## src/rtl/smfro_pkg.sv

```systemverilog
// Shared types, default parameters and helpers for the SMFRO entropy sequencer.
package smfro_pkg;

  typedef enum logic [2:0] {
    ST_IDLE,
    ST_WARMUP,
    ST_PRIME,
    ST_SAMPLE,
    ST_FAIL
  } smfro_state_t;

  localparam int unsigned SMFRO_WIDTH      = 16;
  localparam int unsigned SMFRO_WARMUP_CYC = 256;
  localparam int unsigned SMFRO_SAMPLE_DIV = 8;
  localparam int unsigned SMFRO_RCT_LIMIT  = 4;

  function automatic int unsigned clog2(input int unsigned v);
    int unsigned     r;
    longint unsigned p;
    r = 0;
    p = 1;
    while (p < longint'(v)) begin
      p = p << 1;
      r++;
    end
    return r;
  endfunction

endpackage

```

## src/rtl/smfro_sync.sv

```systemverilog
// Per-bit 2-flop synchronizer for the free-running oscillator outputs.
module smfro_sync
  import smfro_pkg::*;
#(
  parameter int unsigned WIDTH = SMFRO_WIDTH
) (
  input  logic             clk,
  input  logic [WIDTH-1:0] d,
  output logic [WIDTH-1:0] q
);

  logic [WIDTH-1:0] meta;

  always_ff @(posedge clk) begin
    meta <= d;
    q    <= meta;
  end

endmodule

```

## src/rtl/smfro_ctrl.sv

```systemverilog
// SMFRO sequencer: warm-up, periodic sampling, repetition-count health test
// and whitened valid/ready output.
module smfro_ctrl
  import smfro_pkg::*;
#(
  parameter int unsigned WIDTH      = SMFRO_WIDTH,
  parameter int unsigned WARMUP_CYC = SMFRO_WARMUP_CYC,
  parameter int unsigned SAMPLE_DIV = SMFRO_SAMPLE_DIV,
  parameter int unsigned RCT_LIMIT  = SMFRO_RCT_LIMIT
) (
  input  logic             clk,
  input  logic             rst,
  input  logic             start,
  input  logic             stop,
  input  logic             fail_clr,
  input  logic [WIDTH-1:0] raw_in,
  output logic             osc_en,
  output logic [WIDTH-1:0] rnd_data,
  output logic             rnd_valid,
  input  logic             rnd_ready,
  output logic             busy,
  output logic             health_fail
);

  localparam int unsigned WW = (clog2(WARMUP_CYC) < 1) ? 1 : clog2(WARMUP_CYC);
  localparam int unsigned DW = clog2(SAMPLE_DIV);
  localparam int unsigned RW = clog2(RCT_LIMIT + 1);

  localparam logic [WW-1:0] WARM_LAST = WW'(WARMUP_CYC - 1);
  localparam logic [DW-1:0] DIV_LAST  = DW'(SAMPLE_DIV - 1);
  localparam logic [RW-1:0] REP_LIMIT = RW'(RCT_LIMIT);
  localparam logic [RW-1:0] REP_ONE   = RW'(1);

  smfro_state_t     state, state_d;
  logic [WW-1:0]    warm_cnt, warm_d;
  logic [DW-1:0]    div_cnt, div_d;
  logic [RW-1:0]    rep_cnt, rep_d, rep_inc;
  logic [WIDTH-1:0] prev_sample, prev_d;
  logic [WIDTH-1:0] synced;
  logic             load, slot_free, active_d;

  smfro_sync #(.WIDTH(WIDTH)) u_sync (
    .clk (clk),
    .d   (raw_in),
    .q   (synced)
  );

  always_comb begin
    state_d   = state;
    warm_d    = warm_cnt;
    div_d     = div_cnt;
    rep_d     = rep_cnt;
    prev_d    = prev_sample;
    load      = 1'b0;
    slot_free = !rnd_valid || rnd_ready;

    if (synced != prev_sample)  rep_inc = REP_ONE;
    else if (rep_cnt == '1)     rep_inc = rep_cnt;
    else                        rep_inc = rep_cnt + 1'b1;

    case (state)
      ST_IDLE: begin
        if (start && !stop) begin
          state_d = ST_WARMUP;
          warm_d  = '0;
        end
      end
      ST_WARMUP: begin
        if (warm_cnt == WARM_LAST) begin
          state_d = ST_PRIME;
          warm_d  = '0;
          div_d   = '0;
        end else begin
          warm_d = warm_cnt + 1'b1;
        end
      end
      ST_PRIME: begin
        if (div_cnt == DIV_LAST) begin
          state_d = ST_SAMPLE;
          div_d   = '0;
          prev_d  = synced;
          rep_d   = REP_ONE;
        end else begin
          div_d = div_cnt + 1'b1;
        end
      end
      ST_SAMPLE: begin
        // At terminal count with a full slot the divider simply holds (stall).
        if (div_cnt != DIV_LAST) begin
          div_d = div_cnt + 1'b1;
        end else if (slot_free) begin
          div_d  = '0;
          prev_d = synced;
          rep_d  = rep_inc;
          if (rep_inc == REP_LIMIT) state_d = ST_FAIL;
          else                      load    = 1'b1;
        end
      end
      ST_FAIL: begin
        if (fail_clr) begin
          state_d = ST_IDLE;
          warm_d  = '0;
          div_d   = '0;
          rep_d   = '0;
        end
      end
      default: state_d = ST_IDLE;
    endcase

    // stop pre-empts whatever step the active states computed above.
    if (stop && (state inside {ST_WARMUP, ST_PRIME, ST_SAMPLE})) begin
      state_d = ST_IDLE;
      warm_d  = '0;
      div_d   = '0;
      rep_d   = '0;
      prev_d  = prev_sample;
      load    = 1'b0;
    end

    active_d = state_d inside {ST_WARMUP, ST_PRIME, ST_SAMPLE};
  end

  always_ff @(posedge clk) begin
    if (rst) begin
      state       <= ST_IDLE;
      warm_cnt    <= '0;
      div_cnt     <= '0;
      rep_cnt     <= '0;
      prev_sample <= '0;
      osc_en      <= 1'b0;
      busy        <= 1'b0;
      health_fail <= 1'b0;
      rnd_valid   <= 1'b0;
      rnd_data    <= '0;
    end else begin
      state       <= state_d;
      warm_cnt    <= warm_d;
      div_cnt     <= div_d;
      rep_cnt     <= rep_d;
      prev_sample <= prev_d;
      osc_en      <= active_d;
      busy        <= active_d;
      health_fail <= (state_d == ST_FAIL);
      if (state_d == ST_FAIL) begin
        rnd_valid <= 1'b0;
      end else if (load) begin
        rnd_valid <= 1'b1;
        rnd_data  <= synced ^ prev_sample;
      end else if (rnd_ready) begin
        rnd_valid <= 1'b0;
      end
    end
  end

endmodule

```

## config.mk

```make
export PLATFORM = sky130hd
export DESIGN_NAME = smfro_ctrl
export DESIGN_NICKNAME = d
export VERILOG_FILES = /design/src/rtl/smfro_pkg.sv /design/src/rtl/smfro_sync.sv /design/src/rtl/smfro_ctrl.sv
export SDC_FILE = /design/constraint.sdc
export NUM_CORES = 1
export LEC_CHECK = 0
export CAP_MARGIN = 10
export CORE_MARGIN = 3
export CORE_UTILIZATION = 33
export DETAILED_ROUTE_END_ITERATION = 10
export GPL_ROUTABILITY_DRIVEN = 0
export GPL_TIMING_DRIVEN = 0
export MAX_ROUTING_LAYER = met4
export PLACE_DENSITY = 0.56
export SLEW_MARGIN = 20
export SYNTH_ARGS = -nofsm -noshare
export SYNTH_HDL_FRONTEND = slang
export SYNTH_SLANG_ARGS = --single-unit
```

## constraint.sdc

```tcl
create_clock -name clk -period 5 [get_ports clk]
set_input_delay 0.75 -clock clk [delete_from_list [all_inputs] [get_ports clk]]
set_output_delay 0.75 -clock clk [all_outputs]
set_load 0.005 [all_outputs]
```

---- Yosys cells after proc, flatten, opt, wreduce, memory -nomap -nowiden ----
Cells that the tools add are included.
word-level totals
  logic and storage cells ................. 94
  register bits ........................... 84
  bits of input ports ..................... 22
cells by class
  multiplexer cells ....................... 36
  bitwise operators ....................... 3
  reductions and logical operators ........ 20
  eq/ne operators ......................... 21
  add/subtract/negate cells ............... 3
operators with widths
  kind                                                             count
  3-bit 2-to-1 mux                                                 18
  16-bit 2-to-1 mux                                                3
  16-bit one-hot mux with 2 select lines                           1
  8-bit 2-to-1 mux                                                 3
  8-bit one-hot mux with 3 select lines                            1
  16-bit != test                                                   1
  16-bit XOR                                                       1
  3-bit == test, second input constant                             5
  3-bit one-hot mux with 5 select lines                            1
  3-bit by 2-bit == test with 1-bit output, second input constant  4
  2-bit != test, second input constant                             6
  3-bit one-hot mux with 4 select lines                            1
  3-bit nonzero test                                               4
  5-bit AND reduction                                              2
  3-bit one-hot mux with 3 select lines                            1
  8-bit by 1-bit adder with 8-bit output, second input constant    1
  8-bit == test, second input constant                             1
  1-bit 2-to-1 mux                                                 7
  3-bit by 1-bit adder with 3-bit output, second input constant    2
  3-bit by 1-bit == test with 1-bit output, second input constant  2
  3-bit != test, second input constant                             2
  4-bit AND reduction                                              1
  2-bit nonzero test                                               2
  4-bit nonzero test                                               1
  8 further kinds                                                  12

---- Depth between registers and ports, before layout ----
Gate-level depths: netlist (run 1).
  depth in word-level cells ............... 12
  gate-level depth with buffers ........... 8
  depth with buffers taken out ............ 7

---- By module ----
From an unflattened synthesis (run 1), not the netlist that was laid out.
unflattened totals
  cell total of the unflattened synthesis .. 291
  area total of the unflattened synthesis .. 3075.4 um2
modules (own cells, without submodules)
  module      cells an instance  area each (um2)  seq. area each (um2)  instances
  smfro_ctrl  259                2434.8           1041.0                1
  smfro_sync  32                 640.6            640.6                 1

---- Worst setup path before layout (run 1) ----
Ideal clock, no wire load.
  path type ............................... in2reg
  start ................................... input stop
  end ..................................... register warm_cnt[5]
  path slack .............................. 3.067 ns
  setup time .............................. 0.129 ns
  data arrival time ....................... 1.804 ns
  data required time ...................... 4.871 ns
  path buffers ............................ 0
  stages on the path ...................... 5
  cells stage by stage .................... nand2b_1 > a221o_1 > or3_1 > xor2_1 > nor2_1
between the ends
  word-level cells in the longest chain between the ends .. 4
ends and longest elaborated chain
  item                                  line               text
  from (decl)                           smfro_ctrl.sv:14   input logic stop,
  1-bit zero test                       smfro_ctrl.sv:63   if (start && !stop) begin
  1-bit logical AND                     smfro_ctrl.sv:63
  2-bit != test (no source line)        --
  3-bit AND reduction (no source line)  --
  to (signal assigned)                  smfro_ctrl.sv:137  warm_cnt <= warm_d;
  to (decl)                             smfro_ctrl.sv:35   logic [WW-1:0] warm_cnt, warm_d;
Parallel ways exist; a longest one is shown, timed or not.
A chain may end at the register's enable or synchronous reset.

---- Worst setup path after layout (run 1) ----
  start ................................... input stop
  end ..................................... register warm_cnt[3]
The elaborated chain is that of the path after synthesis.

==> results of run 1 <==
stage by stage:
step           hold WS [ns]  util, %
2_1_floorplan         0.310        -
3_3_place_gp          0.312     40.7
3_5_place_dp          0.312     40.7
4_1_cts               0.327     42.8
5_1_grt               0.340     42.8
6_report              0.325     42.8
routing by layer:
metal / track usage, % / vias up / wire [um]
li1: - / 1199 / -
met1: 16.0 / 1023 / 3320
met2: 16.2 / 41 / 2630
met3: 3.98 / 6 / 275
met4: 5.18 / 0 / 71
met5: - / - / 0
synthesized netlist by cell type (3+ instances only):
cell type | count | share of area [%]
clkbuf_1 | 3 | 0.34
a211oi_1 | 23 | 5.3
nand2b_1 | 5 | 0.95
o21ai_0 | 3 | 0.46
buf_2 | 3 | 0.46
xnor2_1 | 3 | 0.80
and3_1 | 4 | 0.76
nand4_1 | 5 | 0.95
buf_4 | 6 | 1.4
ha_1 | 4 | 1.5
and2_1 | 3 | 0.57
xor2_1 | 20 | 5.3
nor4_1 | 5 | 0.95
nand2_1 | 9 | 1.0
a21oi_1 | 9 | 1.4
inv_1 | 20 | 2.3
nor2_1 | 34 | 3.9
dfxtp_1 | 84 | 51
mux2i_1 | 18 | 5.5
a211oi_2 | 10 | 3.8
o21bai_1 | 3 | 0.69
buf_6 | 4 | 1.4
path summary, 6_finish.rpt:
path | start | to | cells past startpoint
max | stop | warm_cnt[3] | 6
min | u_sync.meta[12] | u_sync.q[12] | 0
max reg2reg | rep_cnt[0] | rnd_data[6] | 7
min reg2reg | u_sync.meta[12] | u_sync.q[12] | 0
power groups by stage:
| stage | clock network (W) | registers [W] | logic, W |
|---|---|---|---|
| finish | 0.000480 | 0.000692 | 0.0000588 |
| global route | 0.000526 | 0.000695 | 0.0000648 |
| CTS | 0.000498 | 0.000693 | 0.0000597 |
| detailed placement | 0 | 0.000708 | 0.0000594 |
| global placement | 0 | 0.000708 | 0.0000595 |
| floorplan | 0 | 0.000706 | 0.0000327 |
state kept, by name, summed over array words and instances (netlist names):
name,count
state,3
u_sync.meta,16
busy,1
health_fail,1
div_cnt,3
rep_cnt,3
prev_sample,16
warm_cnt,8
rnd_valid,1
rnd_data,16
u_sync.q,16
cell type report:
class / count / area (um2) / share of cell area [%]
clock inverter: 7 / 73.8 / 1.82
tap: 129 / 161 / 3.99
timing repair buffer: 40 / 400 / 9.90
buffer: 17 / 120 / 2.97
multi-input combinational: 191 / 1410 / 34.8
inverter: 20 / 75.1 / 1.86
sequential: 84 / 1680 / 41.6
clock buffer: 9 / 124 / 3.06
cell families after synthesis:
group | count (synthesis) | synth area share [%]
adders and majority gates | 4 | 1.52
and+or+nand+nor | 83 | 13.7
buffers and inverters | 37 | 5.94
DFF | 84 | 51.2
AOI/OAI and AO/OA | 63 | 16.1
muxes | 18 | 5.48
xor gates and xnor gates | 23 | 6.13
==> summary.md, run 1 <==
| Metric | Value |
|---|---|
| Status | finished, final reports clean |
| Via count | 2269 |
| # fillers | 930 |
| Post-Layout Cell Count | 497 |
| Row count | 35 |
| PD cells | 304 nW/um2 |
| Slowest-stage cell, CP | a221oi_1 |
| Crit-path cells | clkdlybuf4s50_1, nand2b_1, a221oi_1, nand4_1, xor2_1, nor2_1 |
| Final WL | 6.30 mm |
| CP Class | input port to flop |
| GRT Overall Usage | 11.9% |
| Cts-stage hold buffer count | 0 |
| Slew @ Worst Pin | 0.730 ns |
| Clock Skew | around 0.017 ns |
| RSZ-0062 raised after global routing | false |
| Pre-antenna DRT Iters | 4 |
| Number of library cell types mapped by synthesis | 53 |
| Die area | 11200 um2 |
| Layout cells sized above 1 | 13.6% |
| Max Clock Freq | 453 MHz |
| Critical Path Max Stage Delay | 0.58 ns |
| Syn Area/Cell | about 11 um2 |
| Post-CTS sizing | 0 |
| I/O pin cnt | 42 |
| Commonest non-fill, non-tap cell in the layout | dfxtp_1 |
| Logic gate share of total power | 4.8% |
| Max-cap viol count | 0 |
| Post-route cell area | 4050 um2 |
| Top_reg_cell synth | dfxtp_1 |
| First-pass GRT wire length | 10.4 mm |
| Synth warn | 0 |
| Startpoint types | input port |
| Starting DRC count in detailed routing | 100 |
| Core footprint | 9460 um2 |
| DR WL/cell | 12.7 um |
| Yosys reg bits | 84 |
| Sequential Power Share | 56.3% |
| Switching pwr | 0.000318 W |
| Pleak | around 1.5 nW |
| Area Overhead vs Synth | 23.1% |
| Final period util | 44.2% |
| CTS Root Cell | clkbuf_8 |
| Clk pwr share | just under 40% |
| Overflow after GRT | 0 |
| Max clock buf depth | 2 |
| Max Fanout on Critical Path | 5 |
| Residual DRC count | 0 |
| Starting Density | 34.7% |
| Pre-CTS setup slack | 2.38 ns |
| Antenna cells | 0 |
| Slew Limit Fails | 0 |
| Die Y-Extent | 106 um |
| Arrival time of the worst setup path | 2.46 ns |
| # setup viols final | 0 |
| Setup_tns | 0 ns |
| TritonCTS clock tree | done |
| Cell count after synthesis | 312 |
| Worst min-delay path category | flop to flop |
| TritonCTS Buffers | 9 |
| Post-synthesis sequential area ratio | between 50% and 60% |
| Final HPWL DP | around 4.6 mm |
| Post-synth EDFFs | 0 |
| Setup ws final | around 2.8 ns |
| DP Area | 3850 um2 |
| Clk_lat worst skew | 0.37 ns |
| Largest net degree at the start of global routing | 19 |
| Post-synth ARST share | 0% |
| # port buffers | 40 |
| Tot Pwr | 0.00123 W |
| Clk sinks | 84 |
| Req. time, crit path | 5.25 ns |
| CTS clock-pin slew for the worst setup and hold paths | 0.10 ns |
| Synthesized area | 3290 um2 |
| Final critical-path required period | between 2 and 2.5 ns |
| R2R setup slack | 2.84 ns |
| Final Hold Viols | 0 |
| CP Capture Type | flop |
| Setup Buffers After CTS | 0 |
| Syn Nets | 338 |
| Slew headroom | 51.2% |
| Most frequent cells in the layout | 84 x dfxtp_1, 40 x clkdlybuf4s50_1, 34 x nor2_1 |
| Vias in the first global route | 2106 |
| DP Cell Count | 481 |
| Routed Antenna Nets | 0 |
| Buf+Inv Stages, Crit Path | 1 |
| Worst path top cell family by delay | compound AO/OA/AOI/OAI gates |
| Int Power | 0.000913 W |
| Switching share of power | 25.9% |
| Worst VDD drop | 137 uV |
| H-tree depth | 3 |
| Initial antenna violation count | 0 |
| Die X | 106 um |
| Via density | 4.57 |
| Fin nets | 389 |
No activity file was read; power rests on OpenSTA's default activity.
==> inputs of run 2 (changes only) <==
--- a/config.mk
+++ b/config.mk
@@ -12,7 +12,7 @@
 export GPL_ROUTABILITY_DRIVEN = 0
 export GPL_TIMING_DRIVEN = 0
 export MAX_ROUTING_LAYER = met4
-export PLACE_DENSITY = 0.56
+export PLACE_DENSITY = 0.58
 export SLEW_MARGIN = 20
 export SYNTH_ARGS = -nofsm -noshare
 export SYNTH_HDL_FRONTEND = slang
==> constraint.sdc (replaced) <==
create_clock -name clk -period 1.84 [get_ports clk]
set_input_delay 0.276 -clock clk [delete_from_list [all_inputs] [get_ports clk]]
set_output_delay 0.276 -clock clk [all_outputs]
set_load 0.005 [all_outputs]
==> summary.md, run 2 (synthesis results as in run 1) <==
| Metric | Value |
|---|---|
| Status | finished, final reports clean |
| Critical Path Max Stage Delay | 0.36 ns |
| Hold path cells | 2 |
| Setup_tns | 0 ns |
| Setup ws final | 0.0379 ns |
| Die area | between 10000 and 15000 um2 |
| Overflow after GRT | 0 |
| Worst min-delay path startpoint | rst |
| Buf+Inv Stages, Crit Path | 1 |
| Routed Antenna Nets | 0 |
| Clk sinks | 84 |
| Clk_lat worst skew | 0.37 ns |
| DR WL/cell | 13.3 um |
| # port buffers | 40 |
| Layout cells sized above 1 | 22.8% |
| Post-route core utilization | a little under half |
| Most frequent cells in the layout | 78 x dfxtp_1, 40 x clkdlybuf4s50_1, 34 x nor2_1 |
| Antenna cells | 0 |
| First-pass GRT wire length | 10.9 mm |
| Worst min-delay path category | input port to flop |
| Pleak | 1.58 nW |
| Clk pwr share | 41.0% |
| Slowest-stage cell, CP | nor4_2 |
| GRT Overall Usage | 12.6% |
| Starting DRC count in detailed routing | 84 |
| Initial antenna violation count | 0 |
| Arrival time of the worst setup path | between 2 and 2.5 ns |
| Max-cap viol count | 0 |
| Final Hold Viols | 0 |
| Largest net degree at the start of global routing | 18 |
| I/O pin cnt | 42 |
| Starting Density | 34.7% |
| Fin nets | about 400 |
| Commonest non-fill, non-tap cell in the layout | dfxtp_1 |
| Residual DRC count | 0 |
| Via count | between 2000 and 2500 |
| Slew @ Worst Pin | 0.583 ns |
| RSZ-0062 raised after global routing | true |
| Worst path top cell family by delay | simple AND/OR/NAND/NOR gates |
| Vias in the first global route | 2213 |
| Int Power | 0.00261 W |
| Max Clock Freq | between 500 and 600 MHz |
| Total stage count of the critical path | 6 |
| H-tree depth | 3 |
| Pre-antenna DRT Iters | 4 |
| Pre-CTS setup slack | -0.310 ns |
| Cts-stage hold buffer count | 0 |
| CP Capture Type | flop |
| FF-to-FF path depth | 6 |
| Clock Skew | 0.0232 ns |
| Max clock buf depth | 2 |
| CTS clock-pin slew for the worst setup and hold paths | 0.10 ns |
| Area Overhead vs Synth | 32.4% |
| Die Y-Extent | around 110 um |
| Row count | 35 |
| Crit-path cells | xor2_2, nor4_2, and4_4, buf_4, nand4_1, and4_1 |
| PD cells | 801 nW/um2 |
| Final HPWL DP | 4.70 mm |
| Capturing point of the worst reg2reg path | busy |
| # setup viols final | 0 |
| TritonCTS clock tree | done |
| Final period util | a little over nine tenths |
| Req. time, crit path | about 2.1 ns |
| CP Class | flop to flop |
| CTS Root Cell | clkbuf_8 |
| Startpoint types | flop |
| Core footprint | 9460 um2 |
| R2R Path Start | prev_sample[4] |
| Worst VDD drop | 475 uV |
| Switching share of power | 25.0% |
| TritonCTS Buffers | 9 |
| Slew Limit Fails | 0 |
| Hold Crit Endpoint | rnd_data[1] |
| Switching pwr | between 0.0008 and 0.0009 W |
| Final WL | 6.72 mm |
| R2R setup slack | 0.04 ns |
| Max Fanout on Critical Path | 5 |
| Via density | between 4 and 5 |
| Sequential Power Share | between 50% and 60% |
| Logic gate share of total power | 5.0% |
| Slew headroom | 61.1% |
| Final critical-path required period | roughly 1.8 ns |
| Die X | between 100 and 150 um |
==> run 2: changes by cell type in the layout (fill, tap and decap cells not counted), moves of 3 or more <==
cell	previous run	this run
nor4_1	5	1
a211oi_2	10	15
buf_4	6	13
a211oi_1	23	18
dfxtp_2	0	5
dfxtp_1	84	78
nor4_2	0	3
==> run 2: repair_timing <==
item	in CTS	in global routing
setup endpoints to repair	33	44
buffers inserted	3	6
endpoints found under the hold margin	0	0
cloned	0	1
gates resized for setup	10	31
pin swaps	0	7
==> run 2: per-layer routing <==
metal	routed length, um	vias to the layer above	global-route usage [%]
li1	-	1217	-
met4	119	0	6.38
met2	3110	41	18.4
met3	276	12	3.74
met1	3220	1082	15.9
met5	0	-	-
==> run 2: final cells by class <==
class                           count  area [um2]
Timing Repair Buffer               50         493
Inverter                           20        75.1
Clock inverter                      7        93.8
Fill cell                         889        5110
Sequential cell                    84        1690
Clock buffer                        9         124
Multi-Input combinational cell    191        1550
Buffer                             17         159
Tap cell                          129         161
==> run 2: power groups by stage <==
| stage | logic [W] | registers [W] | clock network (W) |
|---|---|---|---|
| after floorplan | 0.0000888 | 0.00192 | 0 |
| after global placement | 0.000162 | 0.00192 | 0 |
| after detailed placement | 0.000163 | 0.00193 | 0 |
| after CTS | 0.000166 | 0.00188 | 0.00148 |
| after global routing | 0.000191 | 0.00189 | 0.00156 |
| final | 0.000174 | 0.00188 | 0.00143 |
==> run 2: how the worst max path moves through the flow <==
| stage | start | endpoint | slack [ns] |
|---|---|---|---|
| floorplan | rep_cnt[0] | rnd_data[10] | 0.09 |
| global placement | stop | warm_cnt[3] | -0.32 |
| detailed placement | stop | warm_cnt[3] | -0.31 |
| CTS | div_cnt[0] | rnd_data[10] | -0.008 |
| global route | state[0] | rnd_data[10] | -0.06 |
| finish | prev_sample[4] | busy | 0.04 |
==> run 2: worst register-to-register path, cell delays in order (launching register included) <==
cell and delay [ns]:
dfxtp_2 0.35, xor2_2 0.18, nor4_2 0.36, and4_4 0.35, buf_4 0.12, nand4_1 0.11, and4_1 0.21
==> run 2: through the flow <==
stage / cell area [um2] / hold WS (ns) / total power, W / instances
after global routing: 4350 / 0.314 / 0.00364 / 507
after detailed placement: 3850 / 0.312 / 0.00209 / 481
after CTS: 4130 / 0.293 / 0.00353 / 500
after global placement: 3850 / 0.311 / 0.00209 / 481
final: 4350 / 0.302 / 0.00348 / 507
after floorplan: 3290 / 0.304 / 0.00201 / 312
==> inputs of run 3 (changes only) <==
--- a/config.mk
+++ b/config.mk
@@ -7,12 +7,12 @@
 export LEC_CHECK = 0
 export CAP_MARGIN = 10
 export CORE_MARGIN = 3
-export CORE_UTILIZATION = 33
+export CORE_UTILIZATION = 41
 export DETAILED_ROUTE_END_ITERATION = 10
 export GPL_ROUTABILITY_DRIVEN = 0
 export GPL_TIMING_DRIVEN = 0
 export MAX_ROUTING_LAYER = met4
-export PLACE_DENSITY = 0.58
+export PLACE_DENSITY = 0.68
 export SLEW_MARGIN = 20
 export SYNTH_ARGS = -nofsm -noshare
 export SYNTH_HDL_FRONTEND = slang
==> summary.md, run 3 (synthesis results as in run 1) <==
| Metric | Value |
|---|---|
| TritonCTS clock tree | done |
| Die X | 95.5 um |
| Slew headroom | 59.0% |
| Pre-antenna DRT Iters | 4 |
| Die area | 9120 um2 |
| Worst VDD drop | 567 uV |
| Tot Pwr | 0.00334 W |
| # fillers | 702 |
| Starting Density | around 42% |
| First-pass GRT wire length | 10.2 mm |
| Starting DRC count in detailed routing | 67 |
| Post-Layout Cell Count | about 480 |
| Die Y-Extent | roughly 96 um |
| Clk_lat worst skew | 0.36 ns |
| Initial antenna violation count | 0 |
| Capturing point of the worst reg2reg path | rnd_data[12] |
| Max clock buf depth | 2 |
| Post-route core utilization | 54.1% |
| Startpoint types | flop |
| Vias in the first global route | 2216 |
| Most frequent cells in the layout | 81 x dfxtp_1, 40 x clkdlybuf4s50_1, 34 x nor2_1 |
| Worst min-delay path startpoint | u_sync.meta[3] |
| Clk sinks | 84 |
| Max Fanout on Critical Path | 10 |
| R2R setup slack | 0.04 ns |
| Clock Skew | 0.0172 ns |
| Core footprint | 7770 um2 |
| TritonCTS Buffers | 9 |
| # setup viols final | 0 |
| Final WL | 6.36 mm |
| RSZ-0062 raised after global routing | true |
| Status | finished, final reports clean |
| CTS clock-pin slew for the worst setup and hold paths | 0.10 ns |
| DR WL/cell | 13.4 um |
| Max Clock Freq | 555 MHz |
| Req. time, crit path | approximately 2.1 ns |
| Fin nets | slightly below 400 |
| Max-cap viol count | 0 |
| Arrival time of the worst setup path | 2.03 ns |
| Row count | 32 |
| Commonest non-fill, non-tap cell in the layout | dfxtp_1 |
| GRT Overall Usage | 14.9% |
| Final Hold Viols | 0 |
| Slew @ Worst Pin | 0.614 ns |
| Hold path cells | 0 |
| Final HPWL DP | 4.47 mm |
| Worst min-delay path category | flop to flop |
| Largest net degree at the start of global routing | 19 |
| Via count | 2359 |
| Routed Antenna Nets | 0 |
| CP Capture Type | flop |
| Via density | 4.97 |
| Layout cells sized above 1 | 21.2% |
| Slew Limit Fails | 0 |
| Area Overhead vs Synth | 28.0% |
| Antenna cells | 0 |
| I/O pin cnt | between 40 and 50 |
| R2R Path Start | state[0] |
| Overflow after GRT | 0 |
| FF-to-FF path depth | 8 |
| # port buffers | 40 |
| Cts-stage hold buffer count | 0 |
| Final period util | 98.0% |
| Area of the multi-input gates | ~1500 um2 |
| Residual DRC count | 0 |
| PD cells | between 700 and 800 nW/um2 |
| CTS Root Cell | clkbuf_8 |
| Pleak | 1.53 nW |
| H-tree depth | 3 |
| Final critical-path required period | between 1.5 and 2 ns |
| CP Class | flop to flop |
| DP Cell Count | 454 |
| Hold Crit Endpoint | u_sync.q[3] |
| Register area | around 1700 um2 |
run 3: cell type report:
class / count / area share, %
repair buffers: 45 / 10.4
multi-input cells: 191 / 36.6
flip-flops and latches: 84 / 40.1
inverters: 20 / 1.79
plain buffers: 17 / 3.27
well taps: 102 / 3.04
clock inverters: 7 / 1.82
clock buffers: 9 / 2.95
run 3: how the worst max path moves through the flow:
stage / startpoint / endpoint / slack [ns] / cells after the start
final: state[0] / rnd_data[12] / 0.04 / 8
after global placement: stop / warm_cnt[5] / -0.30 / 6
after detailed placement: stop / warm_cnt[5] / -0.32 / 6
after floorplan: rep_cnt[0] / rnd_data[10] / 0.09 / 7
after global routing: prev_sample[15] / state[1] / -0.07 / 6
after CTS: div_cnt[0] / prev_sample[13] / 0.008 / 8
run 3: what timing repair did:
action / 4_1_cts / 5_1_grt
gates resized for setup: 6 / 27
gates cloned: 0 / 0
setup endpoints to repair: 30 / 46
buffers inserted: 5 / 0
pin swaps: 1 / 6
run 3: layer usage:
layer  vias to the layer above  global-route usage, %  wire length [um]
met5                         -                      -                 0
met4                         0                   5.92                65
met3                         6                   4.66               307
met2                        60                   21.6              3030
met1                      1087                   19.2              2960
li1                       1206                      -                 -
run 3: per-stage QoR:
stage / setup TNS, ns / hold WS, ns / instance area, um2 / setup slack, ns
floorplan: 0 / 0.304 / 3290 / 0.0917
global placement: -5.20 / 0.310 / 3810 / -0.302
detailed placement: -5.91 / 0.312 / 3810 / -0.324
CTS: 0 / 0.324 / 4070 / 0.00802
global route: -0.523 / 0.331 / 4200 / -0.0734
finish: 0 / 0.326 / 4200 / 0.0373
run 3: worst max-delay path: stages, from the launching register on:
cell and delay (ns):
dfxtp_1 0.33, buf_6 0.12, and3b_1 0.16, buf_4 0.14, and3b_4 0.21, nand2_4 0.09
buf_2 0.22, a211oi_1 0.33, a211oi_2 0.08
run 3: report_power, final:
| group | internal, W | total, W | switching [W] |
|---|---|---|---|
| sequential | 0.00186 | 0.00188 | 0.0000207 |
| combinational | 0.0000922 | 0.000178 | 0.0000862 |
| clock | 0.000539 | 0.00128 | 0.000740 |
